<file path="src/rtl/pipe_rca_pkg.sv">
`default_nettype none
// ============================================================================
// Module      : pipe_rca_pkg
// Description : Shared op-encoding constants and the full-adder cell used by
//               the pipelined ripple-carry adder and the ALU decode.
// Revision    : 1.0 - initial release
// ============================================================================
package pipe_rca_pkg;

    // Operation encoding on the I_SUB line, shared with the ALU decode
    localparam logic c_OP_ADD = 1'b0;
    localparam logic c_OP_SUB = 1'b1;

    // Full-adder cell: returns {carry_out, sum}
    function automatic logic [1:0] full_add(
        input logic i_a,
        input logic i_b,
        input logic i_c
    );
        full_add = {(i_a & i_b) | (i_c & (i_a ^ i_b)), i_a ^ i_b ^ i_c};
    endfunction

endpackage
`default_nettype wire

</file>
<file path="src/rtl/pipe_rca_rca_n.sv">
`default_nettype none
// ============================================================================
// Module      : rca_n
// Description : Combinational N-bit ripple-carry adder built from the
//               full-adder cell. Also exposes the carry into the MSB so the
//               caller can derive signed overflow.
// Revision    : 1.0 - initial release
// ============================================================================
module rca_n
    import pipe_rca_pkg::*;
#(
    parameter int N = 8
) (
    input  logic [N-1:0] i_a,
    input  logic [N-1:0] i_b,
    input  logic         i_ci,
    output logic [N-1:0] o_sum,
    output logic         o_co,
    output logic         o_cmsb
);

    logic [N:0] w_c;

    // Ripple the carry through one full-adder cell per bit
    always_comb begin
        w_c    = '0;
        o_sum  = '0;
        w_c[0] = i_ci;
        for (int i = 0; i < N; i++) begin
            {w_c[i+1], o_sum[i]} = full_add(i_a[i], i_b[i], w_c[i]);
        end
    end

    assign o_co   = w_c[N];
    assign o_cmsb = w_c[N-1];

endmodule
`default_nettype wire

</file>
<file path="src/rtl/pipe_rca.sv">
`default_nettype none
// ============================================================================
// Module      : pipe_rca
// Description : Pipelined ripple-carry adder/subtractor. A WIDTH-bit operation
//               is split into STAGES equal slices, one slice added per stage,
//               with the carry registered between stages. Valid/ready
//               handshake, one operation per cycle, carry/overflow/zero flags.
// Revision    : 1.0 - initial release
// ============================================================================
module pipe_rca
    import pipe_rca_pkg::*;
#(
    parameter int WIDTH  = 32,
    parameter int STAGES = 4
) (
    input  logic             I_CLK,
    input  logic             I_RST_N,
    input  logic             I_VALID,
    output logic             O_READY,
    input  logic [WIDTH-1:0] I_A,
    input  logic [WIDTH-1:0] I_B,
    input  logic             I_CI,
    input  logic             I_SUB,
    output logic             O_VALID,
    input  logic             I_READY,
    output logic [WIDTH-1:0] O_SUM,
    output logic             O_CO,
    output logic             O_V,
    output logic             O_Z
);

    localparam int c_SLICE = (STAGES >= 1) ? (WIDTH / STAGES) : 1;

    // Reject configurations that cannot be split into equal slices
    generate
        if (STAGES < 1 || (WIDTH % STAGES) != 0) begin : g_param_check
            $error("pipe_rca: WIDTH (%0d) must be a positive multiple of STAGES (%0d)",
                   WIDTH, STAGES);
        end
    endgenerate

    // Front-end: effective operand B and carry-in
    logic             w_sub;
    logic             w_c0;
    logic [WIDTH-1:0] w_b_eff;
    logic             w_en;

    // Per-stage registers. Operands travel full-width so that each stage
    // picks its own slice; the sum accumulates slice by slice.
    logic [STAGES-1:0] r_valid;
    logic [WIDTH-1:0]  r_a   [STAGES];
    logic [WIDTH-1:0]  r_b   [STAGES];
    logic [WIDTH-1:0]  r_sum [STAGES];
    logic [STAGES-1:0] r_co;
    logic              r_v;
    logic              r_z;

    // Per-stage combinational inputs and results
    logic [WIDTH-1:0]   w_a_in     [STAGES];
    logic [WIDTH-1:0]   w_b_in     [STAGES];
    logic [WIDTH-1:0]   w_s_in     [STAGES];
    logic [WIDTH-1:0]   w_sum_next [STAGES];
    logic [STAGES-1:0]  w_c_in;
    logic [STAGES-1:0]  w_v_in;
    logic [c_SLICE-1:0] w_slice_sum [STAGES];
    logic [STAGES-1:0]  w_slice_co;
    logic               w_slice_cm [STAGES];
    logic               w_z_next;

    assign w_sub   = (I_SUB == c_OP_SUB);
    assign w_b_eff = w_sub ? ~I_B : I_B;
    assign w_c0    = I_CI ^ w_sub;

    // The whole pipe advances together; it only holds when a finished result
    // is waiting and downstream is not taking it.
    assign w_en    = !r_valid[STAGES-1] || I_READY;
    assign O_READY = w_en;

    // Route each stage's inputs: stage 0 from the ports, later stages from the
    // previous stage's registers
    always_comb begin
        w_a_in[0] = I_A;
        w_b_in[0] = w_b_eff;
        w_s_in[0] = '0;
        w_c_in[0] = w_c0;
        w_v_in[0] = I_VALID;
        for (int k = 1; k < STAGES; k++) begin
            w_a_in[k] = r_a[k-1];
            w_b_in[k] = r_b[k-1];
            w_s_in[k] = r_sum[k-1];
            w_c_in[k] = r_co[k-1];
            w_v_in[k] = r_valid[k-1];
        end
    end

    // One slice adder per stage
    generate
        for (genvar k = 0; k < STAGES; k++) begin : g_stage
            rca_n #(
                .N (c_SLICE)
            ) u_rca (
                .i_a    (w_a_in[k][k*c_SLICE +: c_SLICE]),
                .i_b    (w_b_in[k][k*c_SLICE +: c_SLICE]),
                .i_ci   (w_c_in[k]),
                .o_sum  (w_slice_sum[k]),
                .o_co   (w_slice_co[k]),
                .o_cmsb (w_slice_cm[k])
            );
        end
    endgenerate

    // Merge each stage's new slice into the partial sum carried forward
    always_comb begin
        for (int k = 0; k < STAGES; k++) begin
            w_sum_next[k] = w_s_in[k];
            w_sum_next[k][k*c_SLICE +: c_SLICE] = w_slice_sum[k];
        end
    end

    // Zero-detect sits on the last stage only, after the final slice lands
    assign w_z_next = (w_sum_next[STAGES-1] == '0);

    // Pipeline registers: clear on reset, shift on enable, data loads only
    // for real operations so the output holds its last result across bubbles
    always_ff @(posedge I_CLK) begin
        if (!I_RST_N) begin
            r_valid <= '0;
            r_co    <= '0;
            r_v     <= 1'b0;
            r_z     <= 1'b0;
            for (int k = 0; k < STAGES; k++) begin
                r_a[k]   <= '0;
                r_b[k]   <= '0;
                r_sum[k] <= '0;
            end
        end else if (w_en) begin
            r_valid <= w_v_in;
            for (int k = 0; k < STAGES; k++) begin
                if (w_v_in[k]) begin
                    r_a[k]   <= w_a_in[k];
                    r_b[k]   <= w_b_in[k];
                    r_sum[k] <= w_sum_next[k];
                    r_co[k]  <= w_slice_co[k];
                end
            end
            if (w_v_in[STAGES-1]) begin
                r_v <= w_slice_cm[STAGES-1] ^ w_slice_co[STAGES-1];
                r_z <= w_z_next;
            end
        end
    end

    assign O_VALID = r_valid[STAGES-1];
    assign O_SUM   = r_sum[STAGES-1];
    assign O_CO    = r_co[STAGES-1];
    assign O_V     = r_v;
    assign O_Z     = r_z;

endmodule
`default_nettype wire
</file>
<file path="config.mk">
export PLATFORM = sky130hd
export DESIGN_NAME = pipe_rca
export DESIGN_NICKNAME = d
export VERILOG_FILES = /design/src/rtl/pipe_rca_pkg.sv /design/src/rtl/pipe_rca_rca_n.sv /design/src/rtl/pipe_rca.sv
export SDC_FILE = /design/constraint.sdc
export NUM_CORES = 1
export LEC_CHECK = 0
export BUFFER_PORTS_ARGS = -buffer_cell sky130_fd_sc_hd__buf_2
export CAP_MARGIN = 10
export CORE_ASPECT_RATIO = 1.4
export CORE_MARGIN = 2
export CORE_UTILIZATION = 41
export CTS_BUF_LIST = sky130_fd_sc_hd__clkbuf_4 sky130_fd_sc_hd__clkbuf_8 sky130_fd_sc_hd__clkbuf_16
export DETAILED_ROUTE_END_ITERATION = 6
export PLACE_DENSITY = 0.67
export SLEW_MARGIN = 40
export SYNTH_ARGS = -nofsm -noshare
export SYNTH_HDL_FRONTEND = slang
export SYNTH_HIERARCHICAL = 1
export SYNTH_SLANG_ARGS = --single-unit
</file>
<file path="constraint.sdc">
create_clock -name I_CLK -period 6.1 [get_ports I_CLK]
set_input_delay 0.915 -clock I_CLK [delete_from_list [all_inputs] [get_ports I_CLK]]
set_output_delay 0.915 -clock I_CLK [all_outputs]
set_load 0.05 [all_outputs]
</file>
==> results.toml <==
[drt]
wl_per_cell_um = 12.5
vias_per_cell = 4.30
drc = 0
first_pass_iters = 4
wirelength_mm = 11.2
drt_iter0_markers = 178
vias = 3866
drtAntennaViolNets = 0

[timing]
period_minus_slack_ps = 4300
rsz0062_at_grt = "no"
whs_ps = 481
finalSetupViolCount = 0
fin_crit_sh_pct = 70.5
final-hold-violation-count = 0
worst_slack_ps = 1800
fin_setup_tns_ps = 0
max_slew_margin_pct = 53.4
slew_viol_final = 0
worst_slew_pin_slew_ps = 697
finClkSkew_ps = 8.76
fmax_mhz = 233

[floorplanning]
core_region_area_um2 = 19800
rows = 61
floorplan.initialDensity_pct = 41.8
die_w_um = 124
fp.dieH_um = 172
dieArea_um2 = 21400
ios = 107

[pwr]
powerDensity_nw_per_um2 = 290
p_int_mw = 2.12
power.leakage_nw = 3.91
p_seq_share_pct = 54.5
p_sw_uw = 650
switching_share_pct = 23.5
p_comb_share_pct = 8.9
finalPower_mw = 2.77
pwr-share-clk_pct = 36.6
peakVddDrop_uv = 176

[layout]
fillers = 1741
finalInstanceArea_um2 = 9530
nNetsFinal = 738
mostFrequentLayoutCells = "176 x edfxtp_1, 106 x buf_2, 70 x and2_4"
antenna_cells = 0
final_common_cell = "edfxtp_1"
area_delta_synth_final_pct = 14.8
final_core_utilization_pct = 48.0
layout.cells.non_filler = 900
drive_above_1_share_pct = 36.6

[critical_path]
setup.worst_path.end_class = "register"
worstPathRequired_ps = 6280
crit_fanout = 31
path_class = "input port to register"
cp.arrival_ps = 4480
critPathLaunchType = "input port"

[synth]
ys_warn_count = 6
syn_avg_cell_area_um2 = 15.5
yosysUniqueCellTypes = 27
syn-cell-area_um2 = 8300
seq_area_frac_synth_pct = 66.1
netlist_instances = 534
ys_seq_elements = 186
synth_fp_nets = 636

[cts]
clkLatencyLatePin_ps = 420
ctsResizeCount = 0
cts_sinks = 186
cts_root_buf = "clkbuf_16"
clk_path_buf_depth = 2
cts_hold_buf = 0
cts_tree = "done"
cts_max_level = 4
post_cts_buffers = 0
clkTransAtPathRegs_ps = 70
cts_made_buffers = 17

[placement]
gp_congestion = 0.743
hpwl_mm = 8.59
place_ws_ps = 1360
port_buffers = 106
dp_cells = 869
post_dp_cell_area_um2 = 8960

[status]
status = "completed"

[global_route]
overflow = 0
grtUsageTotal_pct = 11.1
grt_max_degree = 57
antenna_found_initial = 0
grt_pass1_wl_mm = 18.7
grt_pass1_vias = 4059

[flow_run]
drv_cap = 0

[hold_path]
hold_class = "register to register"
## power by group through the flow
stage / sequential [mW] / combinational (mW) / clock (mW)
finish: 1.51 / 0.246 / 1.01
global route: 1.52 / 0.276 / 1.09
CTS: 1.51 / 0.251 / 1.04
detailed placement: 1.54 / 0.249 / 0
global placement: 1.54 / 0.243 / 0
floorplan: 1.57 / 0.142 / 0
## synth_stat cells
cell / number / area, um2
nor2b_4: 1 / 13.8
nand3_1: 2 / 10.0
nor4_1: 8 / 50.1
edfxtp_1: 176 / 5290
o211ai_1: 1 / 7.51
o31ai_1: 1 / 7.51
buf_4: 2 / 15.0
nand2_1: 9 / 33.8
fa_1: 32 / 641
a21boi_0: 5 / 37.5
buf_2: 5 / 25.0
and3_4: 3 / 33.8
inv_1: 42 / 158
and2_4: 70 / 613
dfxtp_1: 10 / 200
nor2_1: 24 / 90.1
xor2_1: 10 / 87.6
and3_1: 1 / 6.26
and2_2: 18 / 135
a22o_1: 2 / 17.5
nand4_1: 2 / 12.5
xnor2_1: 24 / 210
and2_1: 64 / 400
inv_2: 1 / 3.75
buf_6: 14 / 158
clkbuf_1: 4 / 15.0
a32o_1: 3 / 30.0
## layout make-up
cell class | instances | area [um2] | share of cell area (%)
Multi-Input combinational cell | 280 | 2460 | 25.8
Clock buffer | 17 | 425 | 4.47
Tap cell | 252 | 315 | 3.31
Clock inverter | 14 | 135 | 1.42
Inverter | 43 | 161 | 1.69
Timing Repair Buffer | 108 | 546 | 5.73
Sequential cell | 186 | 5490 | 57.6
## sequential cells by signal, indices dropped and copies added (netlist names)
name / flops
r_b: 48
r_sum: 80
O_Z: 1
r_valid: 4
O_V: 1
r_a: 48
r_co: 4
## critical path: stages
cell and delay (ps):
buf_2 130, buf_4 430, xor2_1 170, fa_1 450, fa_1 400, fa_1 400, fa_1 390, fa_1 360
inv_1 80, fa_1 150, inv_1 50, fa_1 410, and2_1 140
## worst paths after layout
kind,startpoint,end,slack (ps),cells past startpoint
worst max-delay path,I_SUB,r_sum[0][7]$_SDFFCE_PN0P_,1800,13
worst min-delay path,O_V$_SDFFE_PN0P_,O_V$_SDFFE_PN0P_,480,1
worst max register to register,r_a[0][88]$_SDFFCE_PN0P_,O_Z$_SDFFE_PN0P_,2060,15
worst min register to register,O_V$_SDFFE_PN0P_,O_V$_SDFFE_PN0P_,480,1
## metal layers
metal | global-route usage, % | up-vias | wire length, um
li1 | - | 1986 | -
met2 | 20.0 | 103 | 5830
met4 | 5.32 | 0 | 263
met3 | 3.28 | 20 | 599
met1 | 12.1 | 1757 | 4540
met5 | 0 | - | 0
## cells by family (layout without fill, tap and decap cells)
| kind of cell | count (synthesis) | in the layout | synth area share (%) |
|---|---|---|---|
| xor+xnor | 34 | 34 | 3.59 |
| buf+inv | 68 | 182 | 4.51 |
| fa+ha+maj | 32 | 32 | 7.72 |
| simple gates | 202 | 202 | 16.9 |
| flops | 186 | 186 | 66.1 |
| compound gates | 12 | 12 | 1.21 |
(Power assumes the default switching activity.)
